## config.mk

```make
export PLATFORM = sky130hd
export DESIGN_NAME = demux_s_sel_m_bits_reg_flat
export DESIGN_NICKNAME = d
export VERILOG_FILES = /design/src/rtl/demux_s_sel_m_bits_reg_if.sv /design/src/rtl/demux_s_sel_m_bits_reg.sv /design/src/flat_wrapper.sv
export SDC_FILE = /design/constraint.sdc
export NUM_CORES = 1
export LEC_CHECK = 0
export CAP_MARGIN = 20
export CORE_ASPECT_RATIO = 1.25
export CORE_MARGIN = 10
export CORE_UTILIZATION = 40
export CTS_BUF_LIST = sky130_fd_sc_hd__clkbuf_16
export CTS_CLUSTER_DIAMETER = 100
export DETAILED_ROUTE_END_ITERATION = 16
export PLACE_DENSITY = 0.74
export SYNTH_ARGS = -nofsm -noshare
export SYNTH_HDL_FRONTEND = slang
export SYNTH_SLANG_ARGS = --single-unit
```

## constraint.sdc

```tcl
create_clock -name CLK -period 1.9 [get_ports CLK]
set_input_delay 0.19 -clock CLK [delete_from_list [all_inputs] [get_ports CLK]]
set_output_delay 0.19 -clock CLK [all_outputs]
set_load 0.02 [all_outputs]
```

## src/rtl/demux_s_sel_m_bits_reg_if.sv

```systemverilog
// Handshake bundle between one producer, the demux, and 2^S slot consumers.
interface demux_s_sel_m_bits_reg_if #(
  parameter int unsigned S  = 4,
  parameter int unsigned M  = 1,
  parameter int unsigned CW = 8
);
  localparam int unsigned N = 1 << S;

  logic           EN;
  logic [S-1:0]   SEL;
  logic [M-1:0]   A;
  logic           A_VALID;
  logic           A_READY;
  logic [N*M-1:0] Y;
  logic [N-1:0]   Y_VALID;
  logic [N-1:0]   Y_READY;
  logic [CW-1:0]  ACC_CNT;

  // Producer/consumer side (drives words in, takes slots out)
  modport master (
    output EN, SEL, A, A_VALID, Y_READY,
    input  A_READY, Y, Y_VALID, ACC_CNT
  );

  // Demux side
  modport slave (
    input  EN, SEL, A, A_VALID, Y_READY,
    output A_READY, Y, Y_VALID, ACC_CNT
  );
endinterface

```

## src/rtl/demux_s_sel_m_bits_reg.sv

```systemverilog
// Registered 1-to-2^S demultiplexer: steers one M-bit word per cycle into
// slot SEL, each slot a one-word holding register with its own handshake.
module demux_s_sel_m_bits_reg #(
  parameter int unsigned S  = 4,
  parameter int unsigned M  = 1,
  parameter int unsigned CW = 8
) (
  input  logic                    CLK,
  input  logic                    RST,
  demux_s_sel_m_bits_reg_if.slave bus
);
  localparam int unsigned N = 1 << S;

  logic [N*M-1:0] y_q, y_d;
  logic [N-1:0]   y_valid_q, y_valid_d;
  logic [CW-1:0]  acc_cnt_q, acc_cnt_d;
  logic           a_ready_c;
  logic           accept_c;

  // Intake is possible when the target slot is empty or being drained now
  always_comb begin
    a_ready_c = !RST && bus.EN &&
                (!y_valid_q[bus.SEL] || bus.Y_READY[bus.SEL]);
    accept_c  = a_ready_c && bus.A_VALID;
  end

  // Next-state: drains clear valids, an accept loads only the selected slot
  always_comb begin
    y_d       = y_q;
    y_valid_d = y_valid_q & ~bus.Y_READY;
    acc_cnt_d = acc_cnt_q;
    for (int unsigned j = 0; j < N; j++) begin
      if (accept_c && (bus.SEL == S'(j))) begin
        y_d[j*M +: M] = bus.A;
        y_valid_d[j]  = 1'b1;
      end
    end
    if (accept_c) begin
      acc_cnt_d = acc_cnt_q + CW'(1);
    end
  end

  // State registers; reset wins over any same-edge accept or drain
  always_ff @(posedge CLK) begin
    if (RST) begin
      y_q       <= '0;
      y_valid_q <= '0;
      acc_cnt_q <= '0;
    end else begin
      y_q       <= y_d;
      y_valid_q <= y_valid_d;
      acc_cnt_q <= acc_cnt_d;
    end
  end

  assign bus.A_READY = a_ready_c;
  assign bus.Y       = y_q;
  assign bus.Y_VALID = y_valid_q;
  assign bus.ACC_CNT = acc_cnt_q;
endmodule

```

## src/flat_wrapper.sv

```systemverilog
// flat-port wrapper written by rule: the top's interface ports become plain ports
module demux_s_sel_m_bits_reg_flat 
#(
  parameter int unsigned S  = 4,
  parameter int unsigned M  = 1,
  parameter int unsigned CW = 8
)
  (CLK, RST, bus_EN, bus_SEL, bus_A, bus_A_VALID, bus_Y_READY, bus_A_READY, bus_Y, bus_Y_VALID, bus_ACC_CNT);
  demux_s_sel_m_bits_reg_if #(.S(S), .M(M), .CW(CW)) bus_i ();
  input  logic CLK;
  input  logic RST;
  input wire logic [$bits(bus_i.EN)-1:0] bus_EN;
  input wire logic [$bits(bus_i.SEL)-1:0] bus_SEL;
  input wire logic [$bits(bus_i.A)-1:0] bus_A;
  input wire logic [$bits(bus_i.A_VALID)-1:0] bus_A_VALID;
  input wire logic [$bits(bus_i.Y_READY)-1:0] bus_Y_READY;
  output wire logic [$bits(bus_i.A_READY)-1:0] bus_A_READY;
  output wire logic [$bits(bus_i.Y)-1:0] bus_Y;
  output wire logic [$bits(bus_i.Y_VALID)-1:0] bus_Y_VALID;
  output wire logic [$bits(bus_i.ACC_CNT)-1:0] bus_ACC_CNT;
  assign bus_i.EN = bus_EN;
  assign bus_i.SEL = bus_SEL;
  assign bus_i.A = bus_A;
  assign bus_i.A_VALID = bus_A_VALID;
  assign bus_i.Y_READY = bus_Y_READY;
  assign bus_A_READY = bus_i.A_READY;
  assign bus_Y = bus_i.Y;
  assign bus_Y_VALID = bus_i.Y_VALID;
  assign bus_ACC_CNT = bus_i.ACC_CNT;
  demux_s_sel_m_bits_reg #(.S(S), .M(M), .CW(CW)) u_core (.CLK(CLK), .RST(RST), .bus(bus_i));
endmodule
```

==> summary.txt <==
status: finished with violations
violated checks: setup timing
WL/cell: 18.2 um
total power: 2.00 mW
port bufs: 65
Worst Path Arrival: 2.15 ns
layout cell share with drive strength beyond 1: 33.0%
max_cap viols: 0
CTS root buffer: clkbuf_16
Final setup viols: 10
# fillers: 372
DIE HEIGHT: 101 um
Mean Syn Cell Area: 9.79 sq um
Initial Util: 41.2%
DP HPWL: 4980 um
Worst Path Required: 2.07 ns
worst slew pin tran: 0.315 ns
Area Growth Syn to Fin: 69.1%
Slew HR: 79.0%
post-route cell area: 3510 sq um
Critical Path End Type: register
post-synthesis sequential area ratio: 38.6%
Final Cycle Share: 104%
Worst Setup Path Type: register to register
Num CTS Buffers: 5
Hold WS: 0.215 ns
Total GRT Usage: 15.8%
die area: 8490 sq um
Syn Nets: 238
Reg clk slew, reported paths: 0.06 ns
Hold-fix buffers, CTS: 0
Final Wtd Congestion: 0.842
H-tree depth: 2
clk_lat worst skew: 0.28 ns
setup_tns: -0.317 ns
post-route ant nets: 0
pwr dens: 569 nW/um^2
min Tclk post-route: 1.98 ns
Synth area leaders: dfxtp_1 39%, nand2b_1 9.9%, mux4_2 8.7%
Yosys top cell by area: dfxtp_1
ANT cells: 0
Core Region: 5040 sq um
drt total wl: 7140 um
clk_skew: 0.00366 ns
nets@finish: 355
Mapped Area: 2080 sq um
number of synthesized register bits: 40
1st-pass router iterations: 4
DRC: 0
Horiz. Die Dim: 84.4 um
Final Hold Violating Endpoints: 0
Synth warnings: 0
VDD IR-drop max: 497 uV
CTS tree: done
leak pwr: 1.49 nW
CP Launch Type: register
CTS Buffer Depth: 2
largest net degree at the start of global routing: 23
first-pass GRT wire length: 11100 um
clk sink count: 40
Max Fclk: 0.506 GHz
synth cell count leaders: 40 x dfxtp_1, 33 x nand2b_1, 18 x a21oi_1, 15 x mux2i_1
grt ovf: 0
crit path max fanout: 2
RSZ-0062 raised after global routing: yes
count of flip-flops with a built-in enable after synthesis: 0
Final Max Slew Viols: 0
Primary FF master, synth: dfxtp_1
Mapped Cells: 212
async set-reset flop share out of synthesis: 0%
number of global-route vias before repair: 2280
antenna violations before repair: 0
final setup margin: -0.0767 ns
HP Class: primary input to register
Unique masters post-synth: 31
top-count cell post-synth: dfxtp_1
Yosys top cell area share: 38.6%
Avg Vias per Cell: 5.43
Initial DRC Count: 145
fin util: 69.6%
post-placement cell area: 3130 sq um
# IOs: 66
row cnt: 29
via count: 2129
[flip-flops by register name, summed over array words and instances, names as in the netlist]
register,count
u_core.bus.ACC_CNT,8
u_core.bus.Y_VALID,16
u_core.bus.Y,16
[per-stage QoR]
step / worst slack (ns) / std cells
2_1_floorplan: 0.000579 / 212
3_3_place_gp: -0.795 / 379
3_5_place_dp: -0.812 / 379
4_1_cts: -0.0195 / 391
5_1_grt: -0.137 / 392
6_report: -0.0767 / 392
[layout by cell type (no fill, tap or decap), types with 6 or more instances in the layout]
master,n
dfxtp_1,36
nand3_2,9
dlygate4sd2_1,6
a21oi_1,16
mux2i_1,15
clkdlybuf4s50_1,44
nand2b_1,33
nand2_2,7
buf_6,7
dlymetal6s2s_1,13
nand4_1,11
nor2_1,9
mux4_2,8
buf_4,48
[cell type report]
cell class	count	area [sq um]	area share (%)
multi-input cells	159	1310	37.3
repair buffers	121	1170	33.3
flip-flops and latches	40	806	23.0
clock buffers	5	125	3.57
well taps	62	77.6	2.21
clock inverters	3	18.8	0.535
inverters	2	7.51	0.214
[final timing paths]
check	start	endpoint	slack, ns	depth (start not counted)
setup / recovery	u_core.bus.Y_VALID[10]$_SDFF_PP0_	u_core.bus.ACC_CNT[5]$_SDFFE_PP0P_	-0.08	8
hold / removal	bus_Y_READY[1]	u_core.bus.Y_VALID[1]$_SDFF_PP0_	0.21	3
setup reg to reg	u_core.bus.Y_VALID[10]$_SDFF_PP0_	u_core.bus.ACC_CNT[5]$_SDFFE_PP0P_	-0.08	8
hold reg to reg	u_core.bus.Y[4]$_SDFFE_PP0P_	u_core.bus.Y[4]$_SDFFE_PP0P_	0.48	2
[critical path, stage by stage, from the launching register on]
cell and delay (ns):
dfxtp_2 0.32, mux4_2 0.50, nand2_2 0.11, buf_6 0.10, nand4_4 0.09, buf_4 0.17, a2111oi_4 0.32, xnor2_1 0.19
nor2_1 0.06
[cells by family after synthesis]
kind of cell | count (synthesis) | share of synthesized area [%]
muxes | 23 | 15.9
and+or+nand+nor | 100 | 29.5
buffers and inverters | 13 | 3.80
adders and majority gates | 1 | 0.603
AOI/OAI and AO/OA | 30 | 9.52
DFF | 40 | 38.6
xor gates and xnor gates | 5 | 2.11
[layer usage]
metal | share of wire, % | global-route usage, % | up-vias
li1 | - | - | 998
met1 | 37 | 16.6 | 1034
met2 | 54 | 28.4 | 76
met3 | 5.5 | 4.61 | 21
met4 | 3.1 | 6.85 | 0
met5 | 0 | 0 | -
[power by group]
part           internal [mW]  switching, mW  leakage, nW  total, mW
sequential             0.845        0.00577        0.325      0.851
combinational          0.169          0.151         1.10      0.321
clock                  0.482          0.345       0.0635      0.826
total                   1.50          0.502         1.49       2.00
[what timing repair did]
item / CTS / global route
setup endpoints to repair: 41 / 32
gates resized for setup: 27 / 39
buffers inserted: 3 / 1
pin swaps: 8 / 16
gates cloned: 1 / 0
Power figures use the tool's default switching activity.
